## config.mk

```make
export PLATFORM = sky130hd
export DESIGN_NAME = vga_frame_animator
export DESIGN_NICKNAME = d
export VERILOG_FILES = /design/src/rtl/vga_frame_animator.sv
export SDC_FILE = /design/constraint.sdc
export NUM_CORES = 1
export LEC_CHECK = 0
export CAP_MARGIN = 20
export CORE_MARGIN = 2
export CORE_UTILIZATION = 26
export CTS_BUF_LIST = sky130_fd_sc_hd__clkbuf_4 sky130_fd_sc_hd__clkbuf_8
export CTS_CLUSTER_SIZE = 24
export DETAILED_ROUTE_END_ITERATION = 10
export PLACE_DENSITY = 0.44
export SETUP_SLACK_MARGIN = 0.15
export SYNTH_ARGS = -nofsm -noshare
export SYNTH_HDL_FRONTEND = slang
export SYNTH_SLANG_ARGS = --single-unit
```

## constraint.sdc

```tcl
create_clock -name clk -period 2.6 [get_ports clk]
set_input_delay 0.52 -clock clk [delete_from_list [all_inputs] [get_ports clk]]
set_output_delay 0.52 -clock clk [all_outputs]
set_load 0.005 [all_outputs]
```

## src/rtl/vga_frame_animator.sv

```systemverilog
// rtl/vga_frame_animator.sv - per-frame bouncing sprite centre and animation phase counter
module vga_frame_animator #(
    parameter int H_ACTIVE = 640,
    parameter int V_ACTIVE = 480,
    parameter int RADIUS   = 64,
    parameter int INIT_X   = 320,
    parameter int INIT_Y   = 240
) (
    input  logic       clk,
    input  logic       rst_n,
    input  logic       vsync,
    input  logic [1:0] speed,
    input  logic       pause,
    input  logic       reverse,
    input  logic       step_req,
    output logic       frame_tick,
    output logic [9:0] counter,
    output logic [9:0] center_x,
    output logic [9:0] center_y,
    output logic       dir_x,
    output logic       dir_y,
    output logic       busy
);

    localparam logic [11:0] X_MIN_W = 12'(RADIUS);
    localparam logic [11:0] X_MAX_W = 12'(H_ACTIVE - 1 - RADIUS);
    localparam logic [11:0] Y_MIN_W = 12'(RADIUS);
    localparam logic [11:0] Y_MAX_W = 12'(V_ACTIVE - 1 - RADIUS);
    localparam logic [9:0]  X_MIN_N = 10'(RADIUS);
    localparam logic [9:0]  X_MAX_N = 10'(H_ACTIVE - 1 - RADIUS);
    localparam logic [9:0]  Y_MIN_N = 10'(RADIUS);
    localparam logic [9:0]  Y_MAX_N = 10'(V_ACTIVE - 1 - RADIUS);

    typedef enum logic [1:0] {S_WAIT, S_CALC_X, S_CALC_Y, S_COMMIT} state_t;
    state_t state, state_nxt;

    logic       vsync_q, step_q, armed, step_edge;
    logic [3:0] step_lat, step_y;
    logic       rev_lat, start;
    logic [9:0] nx, ny, bx, by;
    logic       ndx, ndy, bdx, bdy;

    // armed holds off edge detection for the first cycle after reset release
    always_ff @(posedge clk or negedge rst_n) begin
        if (!rst_n) begin
            vsync_q    <= 1'b1;
            step_q     <= 1'b0;
            armed      <= 1'b0;
            frame_tick <= 1'b0;
            step_edge  <= 1'b0;
        end else begin
            vsync_q    <= vsync;
            step_q     <= step_req;
            armed      <= 1'b1;
            frame_tick <= armed & vsync_q & ~vsync;
            step_edge  <= armed & ~step_q & step_req;
        end
    end

    assign start = (state == S_WAIT) && (pause ? step_edge : frame_tick);

    always_ff @(posedge clk or negedge rst_n) begin
        if (!rst_n) state <= S_WAIT;
        else        state <= state_nxt;
    end

    always_comb begin
        state_nxt = state;
        case (state)
            S_WAIT:   if (start) state_nxt = S_CALC_X;
            S_CALC_X: state_nxt = S_CALC_Y;
            S_CALC_Y: state_nxt = S_COMMIT;
            default:  state_nxt = S_WAIT;
        endcase
    end

    always_comb begin
        busy = (state != S_WAIT);
    end

    assign step_y = (step_lat[3:1] == 3'd0) ? 4'd1 : {1'b0, step_lat[3:1]};

    // limit compares are done at 12 bits so x+S and MIN+S never wrap
    always_comb begin
        bx  = center_x;
        bdx = dir_x;
        if (dir_x) begin
            if ({2'b00, center_x} + {8'd0, step_lat} >= X_MAX_W) begin
                bx  = X_MAX_N;
                bdx = 1'b0;
            end else begin
                bx = center_x + {6'd0, step_lat};
            end
        end else begin
            if ({2'b00, center_x} <= X_MIN_W + {8'd0, step_lat}) begin
                bx  = X_MIN_N;
                bdx = 1'b1;
            end else begin
                bx = center_x - {6'd0, step_lat};
            end
        end
    end

    always_comb begin
        by  = center_y;
        bdy = dir_y;
        if (dir_y) begin
            if ({2'b00, center_y} + {8'd0, step_y} >= Y_MAX_W) begin
                by  = Y_MAX_N;
                bdy = 1'b0;
            end else begin
                by = center_y + {6'd0, step_y};
            end
        end else begin
            if ({2'b00, center_y} <= Y_MIN_W + {8'd0, step_y}) begin
                by  = Y_MIN_N;
                bdy = 1'b1;
            end else begin
                by = center_y - {6'd0, step_y};
            end
        end
    end

    always_ff @(posedge clk or negedge rst_n) begin
        if (!rst_n) begin
            step_lat <= 4'd1;
            rev_lat  <= 1'b0;
            nx       <= 10'(INIT_X);
            ny       <= 10'(INIT_Y);
            ndx      <= 1'b1;
            ndy      <= 1'b1;
            counter  <= 10'd0;
            center_x <= 10'(INIT_X);
            center_y <= 10'(INIT_Y);
            dir_x    <= 1'b1;
            dir_y    <= 1'b1;
        end else begin
            if (start) begin
                step_lat <= 4'd1 << speed;
                rev_lat  <= reverse;
            end
            if (state == S_CALC_X) begin
                nx  <= bx;
                ndx <= bdx;
            end
            if (state == S_CALC_Y) begin
                ny  <= by;
                ndy <= bdy;
            end
            if (state == S_COMMIT) begin
                counter  <= rev_lat ? counter - {6'd0, step_lat} : counter + {6'd0, step_lat};
                center_x <= nx;
                center_y <= ny;
                dir_x    <= ndx;
                dir_y    <= ndy;
            end
        end
    end

endmodule

```

==> metrics.md <==
| Metric | Value |
|---|---|
| Core Rows | `between 40 and 50` |
| Failing checks | `setup timing` |
| RSZ-0062 raised after global routing | `true` |
| Core area | `about 17000 um2` |
| Largest net degree at the start of global routing | `67` |
| Post-synthesis cell count | `approximately 480` |
| Buffers on Ports | `between 40 and 50` |
| ANT nets after route | `0` |
| Initial Util | `a little over a quarter` |
| CTS tree | `done` |
| Placed Cells | `roughly 760` |
| Final wirelength | `between 10 and 15 mm` |
| Crit Path Max Fanout | `5` |
| Final Cycle Share | `101.9%` |
| Via total after detailed routing | `about 3800` |
| Fill count | `about 1700` |
| Die Width | `roughly 130 um` |
| Die area | `~18000 um2` |
| Maximum clock path buffer count | `2` |
| Root Buffer | `clkbuf_8` |
| Max-slew violations | `0` |
| Residual DRC | `0` |
| Drt first pass iters | `4` |
| Setup CP Type | `flop to flop` |
| Area Growth Syn to Fin | `39.11%` |
| Initial DRC count | `approximately 230` |
| Slew Limit Headroom | `around 62%` |
| Grt ovf | `0` |
| Clock sinks | `66` |
| Crit path arrival time | `2.96 ns` |
| MaxCap Viol Count | `0` |
| Die height | `134.6 um` |
| CTS Buf Count | `9` |
| GPL Wtd Cong | `approximately 0.9` |
| Period minus WS final | `2.649 ns` |
| Slew @ Worst Pin | `approximately 0.57 ns` |
| Clk_lat worst skew | `~0.37 ns` |
| Cell area power density | `about 1600 nW/um2` |
| Antenna violations before repair | `0` |
| Finished Layout Cells | `approximately 790` |
| Final Hold Vio Count | `0` |
| Startpoint types | `flop` |
| Post-synthesis cell type count | `60` |
| Final WS setup | `-0.04905 ns` |
| Endpoint class of the critical path | `flop` |
| EDFF count, synth | `0` |
| Run status | `finished with violations` |
| Worst IR Drop VDD | `~0.00075 V` |
| HP Class | `input port to async pin` |
| Hpwl dp | `8.488 mm` |
| Drt via density | `between 4 and 5` |
| Clock slew at reported path FFs | `0.08 ns` |
| IO Count | `42` |
| Avg Inst Size Synth | `9.301 um2` |
| Final Net Count | `between 600 and 700` |
| Top_reg_cell synth | `dfrtp_1` |
| Leak | `about 0.0025 uW` |
| Async SR Flop Fraction | `100.0%` |
| Count of state elements after synthesis | `66` |
| Required time worst endpoint | `between 2 and 3 ns` |
| Yosys warns | `0` |
| # setup viols final | `5` |
| Post-CTS Hold Buffers | `0` |
| Part of the Yosys area used for sequential elements | `~38%` |
| Layout cells sized above 1 | `35.60%` |
| Netlist Area Pre-Place | `about 4400 um2` |
| H-tree Lvls | `3` |
| Syn Nets | `520` |
| TNS Setup | `-0.09534 ns` |
| WL/cell | `around 15 um` |
| GRT Util Overall | `roughly 14%` |
| Layout Skew | `just under 0.007 ns` |
| First-pass GRT wire length | `around 20 mm` |
| Inserted Diodes | `0` |
| Vias in the first global route | `just under 4000` |
| Max frequency | `0.3775 GHz` |
[worst max-delay path: stages, from the launching register on]
cell	delay, ns
dfstp_2	0.59
ha_4	0.15
inv_2	0.03
fa_2	0.39
xnor2_2	0.16
or4b_4	0.50
o32ai_4	0.27
o22ai_4	0.14
a21oi_1	0.18
mux2_2	0.17
[synth_stat cells (2+ instances only)]
master	number	share of area [%]
or2_2	4	0.56
mux2_2	21	5.3
o31ai_1	2	0.34
nand2_1	41	3.5
nor2b_1	9	1.3
o21a_1	3	0.51
a211oi_1	3	0.51
a21o_1	10	1.7
buf_4	2	0.34
dfrtp_1	48	27
inv_1	34	2.9
o22a_1	2	0.39
mux2i_1	5	1.1
nand3_1	5	0.56
xor2_1	12	2.4
fa_1	5	2.3
nor2_1	31	2.6
a211o_1	4	0.79
nand2b_1	5	0.71
nand4_1	4	0.56
and4_1	2	0.39
dfstp_2	18	11
clkbuf_1	16	1.4
buf_2	6	0.68
o21ai_0	36	4.1
ha_1	30	8.5
o21bai_1	2	0.34
xnor2_1	22	4.3
a21oi_1	30	3.4
o41ai_1	2	0.39
a31oi_1	11	1.6
nor3_1	11	1.2
o211ai_1	7	1.2
o2111ai_1	2	0.39
a22oi_1	2	0.34
o2bb2ai_1	2	0.39
buf_1	3	0.25
or3_1	3	0.42
[layout make-up]
cell class / count / area (um2) / share of cell area (%)
clock buffers: 11 / 151.4 / 2.453
multi-input cells: 349 / 2920 / 47.31
well taps: 220 / 275.3 / 4.460
repair buffers: 107 / 917.1 / 14.86
clock inverters: 5 / 100.1 / 1.622
inverters: 35 / 131.4 / 2.129
flip-flops and latches: 66 / 1677 / 27.16
[where the power goes]
group	internal (uW)	total, uW	switching, uW
combinational	3370	6580	3210
sequential	1610	2190	577
clock	686	1120	430
total	5660	9880	4220
[repair_timing]
action                                  in CTS  in global routing
resized for setup                           48                 44
buffers inserted                            10                  6
endpoints found under the hold margin        0                  0
pin swaps                                   19                 27
endpoints found under the setup margin      27                 27
[flip-flops by register name, summed over array words and instances (netlist names), 2 cells and up]
register and cells:
center_y 10, state 2, center_x 10, counter 10, ny 10, nx 10, step_lat 4
[final timing paths]
path	start	endpoint	slack (ns)	cells past startpoint
setup reg to reg	step_lat[0]$_DFFE_PN1P_	nx[4]$_DFFE_PN0P_	-0.05	9
max in group asynchronous	rst_n	ndy$_DFFE_PN1P_	2.08	2
setup / recovery	step_lat[0]$_DFFE_PN1P_	nx[4]$_DFFE_PN0P_	-0.05	9
hold reg to reg	vsync_q$_DFF_PN1_	frame_tick$_DFF_PN0_	0.47	2
hold / removal	rst_n	counter[6]$_DFFE_PN0N_	0.16	2
min in group clk	vsync_q$_DFF_PN1_	frame_tick$_DFF_PN0_	0.47	2
[through the flow]
step	worst slack (ns)	util, %	total power (uW)	hold slack [ns]	area (um2)
2_1_floorplan	0.1185	-	5597	0.2244	4452
3_3_place_gp	-0.1060	32.47	7637	0.4583	5404
3_5_place_dp	-0.1217	32.47	7643	0.4587	5404
4_1_cts	-0.01603	35.62	9428	0.1556	5928
5_1_grt	-0.1494	37.09	10740	0.1897	6172
6_report	-0.04905	37.09	9879	0.1554	6172
[cells in the final DEF, fill, tap and decap left out, drive strengths merged, types with 3 or more instances in the layout]
| master | instances |
|---|---|
| o21ai | 38 |
| or2 | 4 |
| o21a | 3 |
| nand2 | 41 |
| inv | 34 |
| nor2 | 31 |
| a21oi | 30 |
| clkinv | 3 |
| buf | 67 |
| or3 | 3 |
| a211o | 4 |
| clkbuf | 11 |
| dfrtp | 48 |
| xnor2 | 22 |
| mux2 | 22 |
| bufinv | 3 |
| a211oi | 4 |
| xor2 | 12 |
| nand2b | 5 |
| clkdlybuf4s50 | 40 |
| dfstp | 18 |
| fa | 5 |
| a31oi | 11 |
| nand4 | 4 |
| a21o | 10 |
| nand3 | 5 |
| o211ai | 8 |
| o21bai | 3 |
| nor3 | 11 |
| ha | 30 |
| mux2i | 5 |
| nor2b | 9 |
[logic make-up after synthesis]
group,synth area share [%]
AO/OA/AOI/OAI,19.37
XOR/XNOR,6.712
other,0.08452
AND/OR/NAND/NOR,12.77
buffers and inverters,5.584
multiplexers,6.796
adder cells (fa/ha/maj),10.94
flip-flops,37.73
[routing by layer]
layer | track usage (%) | up-vias | share of wire (%)
met5 | 0 | - | 0
met4 | 5.556 | 0 | 2.3
met3 | 3.266 | 18 | 3.4
met2 | 22.42 | 68 | 47
met1 | 18.15 | 1826 | 47
li1 | - | 1847 | -
(Power assumes the default switching activity.)
